==> src/rtl/mppt_pkg.sv <==
`default_nettype none
// ============================================================================
//  Module      : mppt_pkg
//  Description : Shared types and default constants for the perturb-and-observe
//                MPPT duty controller (FSM state, sample/duty/power widths,
//                default step and clamp values).
//  Revision    : 1.0 - initial release
// ============================================================================
package mppt_pkg;

    // Tracking iteration sequencer states
    typedef enum logic [1:0] {
        ST_IDLE   = 2'd0,
        ST_SAMPLE = 2'd1,
        ST_MULT   = 2'd2,
        ST_DECIDE = 2'd3
    } state_t;

    typedef logic [7:0]  sample_t;
    typedef logic [7:0]  duty_t;
    typedef logic [15:0] power_t;

    localparam int unsigned C_STEP_DEF      = 2;
    localparam int unsigned C_DUTY_MIN_DEF  = 16;
    localparam int unsigned C_DUTY_MAX_DEF  = 240;
    localparam int unsigned C_DUTY_INIT_DEF = 128;

    // Full-precision panel power from an 8-bit voltage and current sample
    function automatic power_t power_of(input sample_t v, input sample_t i);
        return power_t'({8'd0, v} * {8'd0, i});
    endfunction

endpackage
`default_nettype wire

==> src/rtl/mppt_po_ctrl_if.sv <==
`default_nettype none
// ============================================================================
//  Module      : mppt_po_ctrl_if
//  Description : Sample/command bundle between the sampling front end (master)
//                and the MPPT duty controller (slave).
//  Revision    : 1.0 - initial release
// ============================================================================
interface mppt_po_ctrl_if;
    import mppt_pkg::*;

    logic    ena;
    logic    start;
    sample_t v_in;
    sample_t i_in;
    duty_t   duty;
    logic    duty_valid;
    logic    busy;
    logic    dir_up;

    modport master (
        output ena, start, v_in, i_in,
        input  duty, duty_valid, busy, dir_up
    );

    modport slave (
        input  ena, start, v_in, i_in,
        output duty, duty_valid, busy, dir_up
    );

endinterface
`default_nettype wire

==> src/rtl/mppt_duty_step.sv <==
`default_nettype none
// ============================================================================
//  Module      : mppt_duty_step
//  Description : Combinational duty perturbation. Moves the duty by STEP in
//                the requested direction; a step that reaches or would cross
//                a clamp lands on the clamp and reverses the direction.
//  Revision    : 1.0 - initial release
// ============================================================================
module mppt_duty_step
    import mppt_pkg::*;
#(
    parameter int unsigned STEP     = C_STEP_DEF,
    parameter int unsigned DUTY_MIN = C_DUTY_MIN_DEF,
    parameter int unsigned DUTY_MAX = C_DUTY_MAX_DEF
) (
    input  duty_t i_duty,
    input  logic  i_dir_up,
    output duty_t o_duty,
    output logic  o_dir_up
);

    // Two guard bits keep the upward sum and the lower limit free of wrap
    localparam logic [9:0] c_step = 10'(STEP);
    localparam logic [9:0] c_min  = 10'(DUTY_MIN);
    localparam logic [9:0] c_max  = 10'(DUTY_MAX);

    logic [9:0] w_duty_ext;
    logic [9:0] w_up_sum;
    logic [9:0] w_down_lim;

    assign w_duty_ext = {2'b00, i_duty};
    assign w_up_sum   = w_duty_ext + c_step;
    assign w_down_lim = c_min + c_step;

    // Saturating step with direction reversal at either clamp
    always_comb begin
        o_duty   = i_duty;
        o_dir_up = i_dir_up;
        if (i_dir_up) begin
            if (w_up_sum >= c_max) begin
                o_duty   = c_max[7:0];
                o_dir_up = 1'b0;
            end else begin
                o_duty   = w_up_sum[7:0];
            end
        end else begin
            // duty - STEP <= DUTY_MIN, evaluated without underflow
            if (w_duty_ext <= w_down_lim) begin
                o_duty   = c_min[7:0];
                o_dir_up = 1'b1;
            end else begin
                o_duty   = i_duty - c_step[7:0];
            end
        end
    end

endmodule
`default_nettype wire

==> src/rtl/mppt_po_ctrl.sv <==
`default_nettype none
// ============================================================================
//  Module      : mppt_po_ctrl
//  Description : Perturb-and-observe MPPT controller. Each accepted start tick
//                latches V/I, forms P = V*I, compares with the previous power
//                and steps the converter duty, reversing on power drop or on
//                reaching a clamp. New duty and duty_valid appear 3 edges
//                after the accepted start.
//  Options     : MPPT_SOFTSTART_EN - reset to DUTY_MIN and ramp +1 per start
//                tick up to DUTY_INIT before tracking begins.
//  Revision    : 1.0 - initial release
// ============================================================================
module mppt_po_ctrl
    import mppt_pkg::*;
#(
    parameter int unsigned STEP      = C_STEP_DEF,
    parameter int unsigned DUTY_MIN  = C_DUTY_MIN_DEF,
    parameter int unsigned DUTY_MAX  = C_DUTY_MAX_DEF,
    parameter int unsigned DUTY_INIT = C_DUTY_INIT_DEF
) (
    input  logic           clk,
    input  logic           rst_n,
    mppt_po_ctrl_if.slave  bus
);

`ifdef MPPT_SOFTSTART_EN
    localparam duty_t c_duty_reset = duty_t'(DUTY_MIN);
`else
    localparam duty_t c_duty_reset = duty_t'(DUTY_INIT);
`endif

    state_t  r_state;
    state_t  w_state_next;
    logic    w_capture;
    logic    w_mult;
    logic    w_decide;

    sample_t r_v;
    sample_t r_i;
    power_t  r_p_new;
    power_t  r_p_prev;
    logic    r_first_done;
    duty_t   r_duty;
    logic    r_dir_up;
    logic    r_duty_valid;

    logic    w_dir_track;
    duty_t   w_duty_step;
    logic    w_dir_step;
    logic    w_ramping;

    // State register
    always_ff @(posedge clk or negedge rst_n) begin
        if (!rst_n) begin
            r_state <= ST_IDLE;
        end else begin
            r_state <= w_state_next;
        end
    end

    // Next state and per-state datapath strobes; ena low aborts any iteration
    always_comb begin
        w_state_next = r_state;
        w_capture    = 1'b0;
        w_mult       = 1'b0;
        w_decide     = 1'b0;
        case (r_state)
            ST_IDLE: begin
                if (bus.start && bus.ena) begin
                    w_state_next = ST_SAMPLE;
                    w_capture    = 1'b1;
                end
            end
            ST_SAMPLE: begin
                w_state_next = bus.ena ? ST_MULT : ST_IDLE;
            end
            ST_MULT: begin
                w_state_next = bus.ena ? ST_DECIDE : ST_IDLE;
                w_mult       = bus.ena;
            end
            ST_DECIDE: begin
                w_state_next = ST_IDLE;
                w_decide     = bus.ena;
            end
            default: begin
                w_state_next = ST_IDLE;
            end
        endcase
    end

    // First iteration keeps the direction; afterwards a power drop reverses it
    assign w_dir_track = (r_first_done && (r_p_new < r_p_prev)) ? ~r_dir_up : r_dir_up;

    mppt_duty_step #(
        .STEP     (STEP),
        .DUTY_MIN (DUTY_MIN),
        .DUTY_MAX (DUTY_MAX)
    ) u_duty_step (
        .i_duty   (r_duty),
        .i_dir_up (w_dir_track),
        .o_duty   (w_duty_step),
        .o_dir_up (w_dir_step)
    );

`ifdef MPPT_SOFTSTART_EN
    logic r_ramp_done;

    // Soft-start ramp completes once the duty reaches DUTY_INIT
    always_ff @(posedge clk or negedge rst_n) begin
        if (!rst_n) begin
            r_ramp_done <= (DUTY_MIN >= DUTY_INIT);
        end else if (w_decide && !r_ramp_done &&
                     (({1'b0, r_duty} + 9'd1) >= 9'(DUTY_INIT))) begin
            r_ramp_done <= 1'b1;
        end
    end

    assign w_ramping = ~r_ramp_done;
`else
    assign w_ramping = 1'b0;
`endif

    // Sample capture, power product and duty/direction update
    always_ff @(posedge clk or negedge rst_n) begin
        if (!rst_n) begin
            r_v          <= '0;
            r_i          <= '0;
            r_p_new      <= '0;
            r_p_prev     <= '0;
            r_first_done <= 1'b0;
            r_duty       <= c_duty_reset;
            r_dir_up     <= 1'b1;
            r_duty_valid <= 1'b0;
        end else begin
            r_duty_valid <= 1'b0;
            if (w_capture) begin
                r_v <= bus.v_in;
                r_i <= bus.i_in;
            end
            if (w_mult) begin
                r_p_new <= power_of(r_v, r_i);
            end
            if (w_decide) begin
                r_duty_valid <= 1'b1;
                if (w_ramping) begin
                    // Soft-start: plain +1 ramp, tracking state untouched
                    r_duty <= r_duty + 8'd1;
                end else begin
                    r_duty       <= w_duty_step;
                    r_dir_up     <= w_dir_step;
                    r_p_prev     <= r_p_new;
                    r_first_done <= 1'b1;
                end
            end
        end
    end

    assign bus.duty       = r_duty;
    assign bus.duty_valid = r_duty_valid;
    assign bus.busy       = (r_state != ST_IDLE);
    assign bus.dir_up     = r_dir_up;

endmodule
`default_nettype wire

==> src/flat_wrapper.sv <==
// flat-port wrapper written by rule: the top's interface ports become plain ports
module mppt_po_ctrl_flat import mppt_pkg::*;
#(
    parameter int unsigned STEP      = C_STEP_DEF,
    parameter int unsigned DUTY_MIN  = C_DUTY_MIN_DEF,
    parameter int unsigned DUTY_MAX  = C_DUTY_MAX_DEF,
    parameter int unsigned DUTY_INIT = C_DUTY_INIT_DEF
)
  (clk, rst_n, bus_ena, bus_start, bus_v_in, bus_i_in, bus_duty, bus_duty_valid, bus_busy, bus_dir_up);
  mppt_po_ctrl_if bus_i ();
  input  logic clk;
  input  logic rst_n;
  input wire logic [$bits(bus_i.ena)-1:0] bus_ena;
  input wire logic [$bits(bus_i.start)-1:0] bus_start;
  input wire logic [$bits(bus_i.v_in)-1:0] bus_v_in;
  input wire logic [$bits(bus_i.i_in)-1:0] bus_i_in;
  output wire logic [$bits(bus_i.duty)-1:0] bus_duty;
  output wire logic [$bits(bus_i.duty_valid)-1:0] bus_duty_valid;
  output wire logic [$bits(bus_i.busy)-1:0] bus_busy;
  output wire logic [$bits(bus_i.dir_up)-1:0] bus_dir_up;
  assign bus_i.ena = bus_ena;
  assign bus_i.start = bus_start;
  assign bus_i.v_in = bus_v_in;
  assign bus_i.i_in = bus_i_in;
  assign bus_duty = bus_i.duty;
  assign bus_duty_valid = bus_i.duty_valid;
  assign bus_busy = bus_i.busy;
  assign bus_dir_up = bus_i.dir_up;
  mppt_po_ctrl #(.STEP(STEP), .DUTY_MIN(DUTY_MIN), .DUTY_MAX(DUTY_MAX), .DUTY_INIT(DUTY_INIT)) u_core (.clk(clk), .rst_n(rst_n), .bus(bus_i));
endmodule
==> config.mk <==
export PLATFORM = sky130hd
export DESIGN_NAME = mppt_po_ctrl_flat
export DESIGN_NICKNAME = d
export VERILOG_FILES = /design/src/rtl/mppt_pkg.sv /design/src/rtl/mppt_po_ctrl_if.sv /design/src/rtl/mppt_duty_step.sv /design/src/rtl/mppt_po_ctrl.sv /design/src/flat_wrapper.sv
export SDC_FILE = /design/constraint.sdc
export NUM_CORES = 1
export LEC_CHECK = 0
export BUFFER_PORTS_ARGS = -buffer_cell sky130_fd_sc_hd__buf_2
export CAP_MARGIN = 20
export CORE_MARGIN = 4
export CORE_UTILIZATION = 60
export DETAILED_ROUTE_END_ITERATION = 16
export HOLD_SLACK_MARGIN = 0.08
export PLACE_DENSITY = 0.83
export SYNTH_ARGS = -nofsm -noshare
export SYNTH_HDL_FRONTEND = slang
export SYNTH_HIERARCHICAL = 1
export SYNTH_SLANG_ARGS = --single-unit
export TNS_END_PERCENT = 20
==> constraint.sdc <==
create_clock -name clk -period 5.7 [get_ports clk]
set_input_delay 1.14 -clock clk [delete_from_list [all_inputs] [get_ports clk]]
set_output_delay 1.14 -clock clk [all_outputs]
set_load 0.02 [all_outputs]
[Word-level counts from Yosys, hierarchy flattened]
Index checks and enable logic that the tools add are counted.
Storage, ports and cells
  bits in registers: 61
  input port bits: 20
  output and inout port bits: 11
  logic and storage cells: 40
Operators by class
  add/sub/neg operators: 2
  multipliers: 1
  magnitude comparators: 3
  eq/ne operators: 4
  multiplexer cells: 16
  bitwise operators: 1
  reduce and logical (&&, ||, !) cells: 4
Operators with widths (count)
  8-bit two-way mux: 3
  16-bit less-than comparator: 1
  8-bit by 8-bit multiplier with 16-bit output: 1
  10-bit by 8-bit greater-or-equal comparator with 1-bit output, second input constant: 1
  8-bit by 2-bit adder with 9-bit output, second input constant: 1
  1-bit two-way mux: 9
  8-bit by 5-bit less-or-equal comparator with 1-bit output, second input constant: 1
  2-bit one-hot mux with 4 select lines: 1
  8-bit by 2-bit subtractor with 8-bit output, second input constant: 1
  2-bit two-way mux: 3
  2-bit equality test, second input constant: 2
  2-bit by 1-bit equality test with 1-bit output, second input constant: 1
  1-bit logical AND: 2
  2-bit logical NOT: 1
  2-bit by 1-bit != test with 1-bit output, second input constant: 1
  2-bit nonzero test: 1
  1-bit inverter: 1

[Logic depth before layout (Yosys ltp)]
Gate-level depths: netlist (run 1).
  depth in word-level cells: 4
  depth in mapped cells: 16
  mapped depth without buffers: 16

[By module]
Netlist (run 1), hierarchy kept.
By module, submodules not included
  mppt_po_ctrl: instances 1, cells each 448, area an instance 4724.5 µm²
  mppt_duty_step: instances 1, cells each 82, area an instance 533.0 µm²

[Least setup slack after synthesis (run 1)]
No wires, ideal clock.
  path kind: reg-to-reg
  start: reg u_core.r_v[3]
  end: reg u_core.r_p_new[14]
  library setup time: 0.132 ns
  arrival: 3.998 ns
  data required time: 5.568 ns
  setup slack: 1.570 ns
  stages on the path, launching flop included: 17
  period minus slack after synthesis: 4.130 ns
  cell sequence: dfrtp_1 > and2_1 > fa_1 > inv_1 > fa_1 > inv_1 > fa_1 > inv_1 > fa_1 > inv_1 > ha_1 > a21oi_2 > nand2_1 > a31oi_2 > o311ai_2 > xnor2_1 > o21ai_1
On the way
  word-level cells in the longest chain between the ends: 1
Ends and longest elaborated chain
  from (decl): RTL line mppt_po_ctrl.sv:38  | sample_t r_v;
  from (signal assigned): RTL line mppt_po_ctrl.sv:137  | r_v <= bus.v_in;
  8-bit by 8-bit multiplier with 16-bit output: RTL line mppt_pkg.sv:30  | return power_t'({8'd0, v} * {8'd0, i});
  to (signal assigned): RTL line mppt_po_ctrl.sv:141  | r_p_new <= power_of(r_v, r_i);
  to (decl): RTL line mppt_po_ctrl.sv:40  | power_t r_p_new;
Every way passes these cells.
A chain may end at the register's enable or synchronous reset.

[Worst setup path in the final report (run 1)]
  start: reg u_core.r_v[3]
  end: reg u_core.r_p_new[10]
The elaborated chain is that of the path after synthesis.

==> qor.yml, run 1 <==
synthArstFlopShare_pct: 100
syn_area_um2: 5260
rows: 33
r2r.worst_path.cells: 16
coreArea_um2: 8380
path_max_fanout: 9
dieArea_um2: 10300
cts_root_buf: "clkbuf_8"
grt_setup_unrepaired: "false"
setup_viol: 0
numCtsBuffers: 9
fin_setup_tns_ns: 0
wl_per_cell_um: 14.8
ctsHoldBuffers: 0
wl_um: 9910
r2r-start: "u_core/r_v[3]$_DFFE_PN0P_"
worst_pin_slew_ns: 0.826
drt_iter0_markers: 223
drive_gt1_share_pct: 11.9
drt_pass1_iterations: 4
grt_max_degree: 62
cts_buffer_depth: 2
yosysSeqAreaShare_pct: 29.1
synth_warnings: 6
htree_levels: 3
top_usage_layer: "met2"
die_h_um: 102
drc: 0
period_share_pct: 77.6
grt-ovfl-total: 0
dp_hpwl_um: 7640
grt_pass1_vias: 3815
drv_cap: 0
grt.met2_usage_pct: 35.2
clock_latency_ns: 0.34
synth_top_area_share_pct: 28.1
start_util_pct: 62.7
slew_headroom_pct: 44.9
ant_nets: 0
gr-usage-met3_pct: 4.34
clock_sinks: 61
cts_tree: "yes"
grt_use_total_pct: 21.4
hold_viol: 0
synth-main-ff-cell: "dfrtp_1"
antenna_found_initial: 0
rrSetupSlack_ns: 1.28
synth_enable_flop_cells: 0
critical_path_class: "flip-flop to flip-flop"
gp_congestion: 0.852
endpoint_kind: "flip-flop"
yosysUniqueCellTypes: 58
timing.rr.end: "u_core/r_p_new[10]$_DFFE_PN0P_"
vias: 3763
grt_pass1_wl_um: 17800
cts_resized: 0
ys_ff_latch: 61
antennaDiodeCount: 0
syn_to_final_growth_pct: 7.59
boundaryPins: 31
skew_ns: 0.00829
synth_nets: 640
status: "completed"
filler_cell_count: 647
whs_endpoint: "u_core/r_first_done$_DFFE_PN0P_"
synth_area_leaders: "dfrtp_1 28%, fa_1 14%, ha_1 13%"
yosysTopAreaCell: "dfrtp_1"
syn_area_per_cell_um2: 9.92
hold_path.startpoint: "u_core/r_first_done$_DFFE_PN0P_"
min_period_ns: 4.42
clk_pin_slew_ns: 0.07
syn_inst: 530
drv_slew: 0
grt_use_met1_pct: 29.3
viasPerCell: 5.62
critPathLaunchType: "flip-flop"
arrival_ns: 4.64
cts_setup_buffers: 0
nets: 669
fmax_ghz: 0.226
holdPathStages: 1
required_ns: 5.91
io_buffers: 30
fp.dieW_um: 102
hold_path.class: "flip-flop to flip-flop"
-- layout make-up --
cell class	instances	area (um2)	share of cell area [%]
repair buffers	33	173	3.05
clock buffers	13	169	2.99
well taps	105	131	2.32
inverters	74	278	4.91
clock inverters	3	18.8	0.332
multi-input cells	380	3360	59.4
flip-flops and latches	61	1530	27.0
-- metal layers --
layer | up-vias | part of all wire, % | routed length [um]
met4 | 0 | 1.2 | 115
met3 | 16 | 3.7 | 367
met1 | 1826 | 46 | 4570
met2 | 92 | 49 | 4860
met5 | - | 0 | 0
li1 | 1829 | - | -
-- state kept, by name (all words and copies together) (netlist names) --
register and cells:
u_core/r_p_new 16, u_core/r_p_prev 16, u_core/bus.duty 8, u_core/r_i 8, u_core/r_v 8, u_core/r_state 2, u_core/bus.dir_up 1, u_core/bus.duty_valid 1
u_core/r_first_done 1
-- critical path, cell delays in order, from the launching register on --
cell and delay (ns):
dfrtp_1 0.46, and2_1 0.21, fa_1 0.53, inv_1 0.05, fa_1 0.48, inv_1 0.06, fa_1 0.52, inv_1 0.05
fa_1 0.53, inv_1 0.04, ha_1 0.38, a21oi_2 0.19, nand2_1 0.09, a31oi_2 0.28, o21ai_1 0.15, xnor2_1 0.19
o21ai_1 0.07
-- worst max path at each step --
stage	from	endpoint	slack [ns]
2_1_floorplan	u_core/r_v[3]$_DFFE_PN0P_	u_core/r_p_new[14]$_DFFE_PN0P_	1.57
3_3_place_gp	u_core/r_v[5]$_DFFE_PN0P_	u_core/r_p_new[14]$_DFFE_PN0P_	1.43
3_5_place_dp	u_core/r_i[7]$_DFFE_PN0P_	u_core/r_p_new[14]$_DFFE_PN0P_	1.26
4_1_cts	u_core/r_v[3]$_DFFE_PN0P_	u_core/r_p_new[10]$_DFFE_PN0P_	1.25
5_1_grt	u_core/r_i[7]$_DFFE_PN0P_	u_core/r_p_new[12]$_DFFE_PN0P_	1.01
6_report	u_core/r_v[3]$_DFFE_PN0P_	u_core/r_p_new[10]$_DFFE_PN0P_	1.28
-- stage by stage --
stage	setup WS, ns	instances	area, um2	hold slack (ns)	utilization, %
6_report	1.28	669	5660	0.476	67.5
5_1_grt	1.01	669	5660	0.496	67.5
4_1_cts	1.25	669	5660	0.478	67.5
3_5_place_dp	1.26	653	5470	0.461	65.2
3_3_place_gp	1.43	653	5470	0.454	65.2
2_1_floorplan	1.57	530	5260	0.435	-
-- cells in the final DEF, fill, tap and decap left out, types with 2 or more instances in the layout --
cell type  Yosys  routed
inv_1         72      72
fa_1          36      36
nor2b_2        2       2
a311oi_1       2       2
dfstp_2        2       2
a31oi_1        4       4
a21o_1         7       7
buf_2          8      30
nand3_1        9       9
ha_1          54      54
buf_4          3       3
o21ai_1       16      16
a211oi_1       3       3
nor2_1        22      22
clkinv_2       0       2
clkbuf_8       0      12
nor4_1         3       3
xnor2_1        5       5
nand2_1       50      50
inv_2          2       2
o21a_1         3       3
o21ai_0        6       6
nand4_1        3       3
o31ai_1        3       3
dfrtp_1       59      59
nor2b_1        4       4
xor2_1         6       6
nor3_1         4       4
nand2b_1       4       4
mux2_1        43      43
and2_1        46      46
a21oi_1       15      15
a211o_1        2       2
and3_1         4       4
-- cells by family (layout without fill, tap and decap cells) --
group,Yosys count,after routing,synth area share [%]
flops,61,61,29.1
compound gates,79,79,10.9
fa+ha+maj,90,90,26.6
simple gates,155,155,15.0
xor+xnor,11,11,1.83
mux,45,45,9.61
buf+inv,89,123,7.04
-- synthesized netlist by cell type (4+ instances only) --
master    count
a31oi_1       4
a21o_1        7
and3_1        4
and2_1       46
o21ai_0       6
nand2_1      50
mux2_1       43
a21oi_1      15
o21ai_1      16
inv_1        72
nor2b_1       4
nor2_1       22
nand3_1       9
nand2b_1      4
nor3_1        4
xor2_1        6
fa_1         36
dfrtp_1      59
ha_1         54
buf_2         8
xnor2_1       5
Power of run 1 is left out: the tool's default activity adds up to more than one toggle a clock period on the data nets, which glitch-free logic cannot reach.
==> run 2: changes to the inputs <==
==> constraint.sdc (replaced) <==
create_clock -name clk -period 4.5 [get_ports clk]
set_input_delay 0.9 -clock clk [delete_from_list [all_inputs] [get_ports clk]]
set_output_delay 0.9 -clock clk [all_outputs]
set_load 0.02 [all_outputs]
==> qor.yml, run 2 (same netlist as run 1, synthesis figures left out) <==
status: "completed"
nets: 675
drc: 0
drt_pass1_iterations: 4
critical_path_class: "flip-flop to flip-flop"
grt_max_degree: 34
drt_iter0_markers: 200
viasPerCell: 5.54
seqCellArea_um2: 1540
min_period_ns: 4.31
path_max_fanout: 9
cts_tree: "yes"
utilization_pct: 68.7
filler_cell_count: 612
vias: 3742
wl_um: 9990
clock_latency_ns: 0.34
dp_hpwl_um: 7800
grt-ovfl-total: 0
rows: 33
clk_pin_slew_ns: 0.07
fmax_ghz: 0.232
period_share_pct: 95.8
arrival_ns: 4.58
fp.dieW_um: 102
drive_gt1_share_pct: 14.6
hold_path.startpoint: "u_core/r_first_done$_DFFE_PN0P_"
wl_per_cell_um: 14.8
holdPathStages: 1
largestRegisters: "u_core/r_p_new: 16 flops, u_core/r_p_prev: 16 flops"
grt_setup_unrepaired: "false"
timing.rr.end: "u_core/r_p_new[15]$_DFFE_PN0P_"
antenna_found_initial: 0
gp_congestion: 0.861
worst_pin_slew_ns: 0.823
ant_nets: 0
slew_headroom_pct: 45.1
endpoint_kind: "flip-flop"
rrSetupSlack_ns: 0.19
ctsHoldBuffers: 0
grt_use_total_pct: 21.0
fin_setup_tns_ns: 0
htree_levels: 3
antennaDiodeCount: 0
coreArea_um2: 8380
grt_pass1_wl_um: 17500
die_h_um: 102
finalHoldWorstSlack_ns: 0.475
drv_slew: 0
multiInputGateArea_um2: 3380
cts_buffer_depth: 2
io_buffers: 30
drv_cap: 0
numCtsBuffers: 9
r2r-start: "u_core/r_v[3]$_DFFE_PN0P_"
required_ns: 4.77
skew_ns: 0.00887
boundaryPins: 31
setup_viol: 0
r2r.worst_path.cells: 15
cts_root_buf: "clkbuf_8"
hold_viol: 0
syn_to_final_growth_pct: 9.50
final_common_cell: "inv_1"
grt_pass1_vias: 3870
dieArea_um2: 10300
critPathLaunchType: "flip-flop"
whs_endpoint: "u_core/r_first_done$_DFFE_PN0P_"
start_util_pct: 62.7
hold_path.class: "flip-flop to flip-flop"
layout_common_cells: "72 x inv_1, 53 x dfrtp_1, 52 x ha_1"
clock_sinks: 61
cts_setup_buffers: 0
-- run 2: cell count changes in the layout (fill, tap and decap cells not counted), moves of 2 or more --
cell / previous run / this run
ha_2: 0 / 2
ha_1: 54 / 52
buf_4: 3 / 9
dfrtp_1: 59 / 53
dfrtp_2: 0 / 6
-- run 2: layout make-up --
cell class / count / share of cell area (%)
clock buffers: 13 / 2.93
clock inverters: 3 / 0.739
inverters: 74 / 4.83
multi-input cells: 380 / 58.7
flip-flops and latches: 61 / 26.7
well taps: 105 / 2.28
repair buffers: 39 / 3.78
-- run 2: per-stage QoR --
step                setup slack [ns]  cells  area (um2)
detailed placement            0.0363    659        5510
floorplan                      0.370    530        5260
finish                         0.189    675        5760
global route                  0.0199    675        5760
global placement               0.242    659        5510
CTS                           0.0110    675        5730
-- run 2: timing repair --
item | in CTS | in global routing
setup endpoints to repair | 0 | 4
resized for setup | 0 | 11
endpoints found under the hold margin | 0 | 0
-- run 2: metal layers --
layer / up-vias / track usage (%) / share of wire (%)
li1: 1840 / - / -
met1: 1811 / 27.1 / 45
met2: 79 / 36.1 / 51
met3: 12 / 4.75 / 3.8
met4: 0 / 5.11 / 0.98
met5: - / 0 / 0
-- run 2: worst max path at each step --
stage | startpoint | to | slack, ns | depth (start not counted)
after floorplan | u_core/r_v[3]$_DFFE_PN0P_ | u_core/r_p_new[14]$_DFFE_PN0P_ | 0.37 | 16
after global placement | u_core/r_v[3]$_DFFE_PN0P_ | u_core/r_p_new[14]$_DFFE_PN0P_ | 0.24 | 16
after detailed placement | u_core/r_i[7]$_DFFE_PN0P_ | u_core/r_p_new[14]$_DFFE_PN0P_ | 0.04 | 14
after CTS | u_core/r_i[7]$_DFFE_PN0P_ | u_core/r_p_new[14]$_DFFE_PN0P_ | 0.01 | 14
after global routing | u_core/r_i[2]$_DFFE_PN0P_ | u_core/r_p_new[14]$_DFFE_PN0P_ | 0.02 | 16
final | u_core/r_v[3]$_DFFE_PN0P_ | u_core/r_p_new[15]$_DFFE_PN0P_ | 0.19 | 15
-- run 2: critical path, cell delays in order (launching register included) --
cell,delay (ns)
dfrtp_2,0.46
and2_1,0.20
fa_1,0.53
inv_1,0.05
fa_1,0.47
inv_1,0.05
fa_1,0.53
inv_1,0.06
fa_1,0.53
inv_1,0.04
ha_2,0.40
o211ai_2,0.11
a31oi_1,0.31
nand3_1,0.16
a211o_1,0.29
nand3_1,0.08
Power of run 2 is left out for the same reason.
==> run 3: changes to the inputs <==
--- a/config.mk
+++ b/config.mk
@@ -14,6 +14,5 @@
 export PLACE_DENSITY = 0.83
 export SYNTH_ARGS = -nofsm -noshare
 export SYNTH_HDL_FRONTEND = slang
-export SYNTH_HIERARCHICAL = 1
 export SYNTH_SLANG_ARGS = --single-unit
 export TNS_END_PERCENT = 20
==> qor.yml, run 3 <==
status: "completed"
synth_common_cells: "78 x inv_1, 72 x nand2_1, 58 x dfrtp_1"
synth_area_leaders: "dfrtp_1 28%, fa_1 14%, ha_1 13%"
hold_path.class: "flip-flop to flip-flop"
critPathLaunchType: "flip-flop"
antenna_found_initial: 0
path_max_fanout: 7
synthArstFlopShare_pct: 100
wl_per_cell_um: 15.0
fmax_ghz: 0.226
min_period_ns: 4.42
dp_cells: 679
viasPerCell: 5.61
grt_use_total_pct: 22.4
wl_um: 10600
critical_path_class: "flip-flop to flip-flop"
drt_pass1_iterations: 5
hold_viol: 0
yosysUniqueCellTypes: 61
arrival_ns: 4.65
synth_warnings: 0
grt_pass1_vias: 4113
multiInputGateArea_um2: 3320
cts_root_buf: "clkbuf_8"
synth-main-ff-cell: "dfrtp_1"
numCtsBuffers: 9
syn_area_per_cell_um2: 9.30
cts_buffer_depth: 2
clock_sinks: 60
dp_hpwl_um: 8070
yosysTopAreaCell: "dfrtp_1"
filler_cell_count: 634
period_share_pct: 98.3
cts_tree: "yes"
syn_to_final_growth_pct: 12.9
grt_max_degree: 38
synth_top_area_share_pct: 28.5
yosysSeqAreaShare_pct: 29.5
htree_levels: 3
clock_latency_ns: 0.34
post_layout_nonfiller_instances: 706
synth_enable_flop_cells: 0
synth_nets: 658
die_h_um: 100
slew_headroom_pct: 43.2
ant_nets: 0
nets: 708
clk_pin_slew_ns: 0.07
drc: 0
largestRegisters: "u_core.r_p_new: 16 flops, u_core.r_p_prev: 16 flops"
dieArea_um2: 10000
final_common_cell: "inv_1"
layout_common_cells: "76 x inv_1, 72 x nand2_1, 53 x dfrtp_1"
gp_congestion: 0.957
drv_slew: 0
worst_pin_slew_ns: 0.850
setup_viol: 0
io_buffers: 29
drv_cap: 0
rows: 33
antennaDiodeCount: 0
start_util_pct: 61.7
fp.dieW_um: 100
drt_iter0_markers: 188
yosysMostFrequentCell: "inv_1"
syn_inst: 548
boundaryPins: 31
vias: 3961
seqCellArea_um2: 1510
grt_pass1_wl_um: 18100
syn_area_um2: 5100
endpoint_kind: "flip-flop"
ys_ff_latch: 60
coreArea_um2: 8260
required_ns: 4.72
skew_ns: 0.00616
grt-ovfl-total: 0
drive_gt1_share_pct: 19.6
## run 3: changes by cell type after synthesis, moves of 8 or more
cell	previous run	this run
o21ai_1	16	4
buf_2	8	0
nand2_1	50	72
nor2_1	22	14
o21ai_0	6	30
mux2_2	1	16
clkbuf_1	2	11
mux2_1	43	0
## run 3: timing repair
item,4_1_cts,5_1_grt
setup buffers,0,13
pin swaps,1,13
hold endpoints to repair,0,0
resized for setup,2,23
endpoints found under the setup margin,2,4
hold buffers,0,0
## run 3: layout make-up
type / instances / area share [%]
clock inverters: 3 / 0.261
multi-input cells: 395 / 57.8
clock buffers: 11 / 2.46
inverters: 79 / 5.15
flip-flops and latches: 60 / 26.2
repair buffers: 53 / 5.85
well taps: 105 / 2.28
## run 3: critical path, cell delays in order, from the launching register on
cell and delay (ns):
dfrtp_1 0.42, buf_6 0.15, and2_4 0.16, fa_1 0.42
inv_1 0.09, fa_1 0.44, fa_1 0.51, fa_1 0.54
inv_1 0.06, ha_4 0.23, a21boi_2 0.17, o31a_1 0.35
o2111a_2 0.32, o221a_1 0.20, a221o_1 0.25
## run 3: worst paths after layout
check	startpoint	to	slack [ns]	depth (start not counted)
worst max register to register	u_core.r_i[4]$_DFFE_PN0P_	u_core.r_p_new[15]$_DFFE_PN0P_	0.08	14
worst min register to register	u_core.r_first_done$_DFFE_PN0P_	u_core.r_first_done$_DFFE_PN0P_	0.47	1
max in group asynchronous	rst_n	u_core.r_v[0]$_DFFE_PN0P_	3.03	2
worst min-delay path	u_core.r_first_done$_DFFE_PN0P_	u_core.r_first_done$_DFFE_PN0P_	0.47	1
worst max-delay path	u_core.r_i[4]$_DFFE_PN0P_	u_core.r_p_new[15]$_DFFE_PN0P_	0.08	14
min in group asynchronous	rst_n	u_core.bus.duty[5]$_DFFE_PN0P_	0.58	1
## run 3: routing by layer
metal / global-route usage (%) / vias up / share of wire, %
li1: - / 1921 / -
met1: 26.7 / 1917 / 41
met2: 40.3 / 104 / 53
met3: 3.47 / 19 / 4.3
met4: 8.60 / 0 / 1.7
met5: 0 / - / 0
## run 3: per-stage QoR
stage	hold WS [ns]	cell area [um2]	utilization, %	TNS, ns	setup slack [ns]
final	0.468	5750	69.7	0	0.0752
after global placement	0.445	5400	65.4	0	0.115
after CTS	0.473	5560	67.3	0	0.0276
after detailed placement	0.453	5400	65.4	-0.0395	-0.0256
after global routing	0.508	5750	69.7	-0.155	-0.0861
after floorplan	0.426	5100	-	0	0.210
## run 3: logic make-up (layout without fill, tap and decap cells)
kind of cell,Yosys count,after routing,synth area share (%)
flip-flops,60,60,29.5
AO/OA/AOI/OAI,91,91,12.1
adder cells (fa/ha/maj),90,90,27.4
AND/OR/NAND/NOR,187,187,18.7
buffers and inverters,93,146,6.92
other,1,1,0.0736
XOR/XNOR,7,7,1.20
multiplexers,19,19,4.12
Power of run 3 is left out for the same reason.
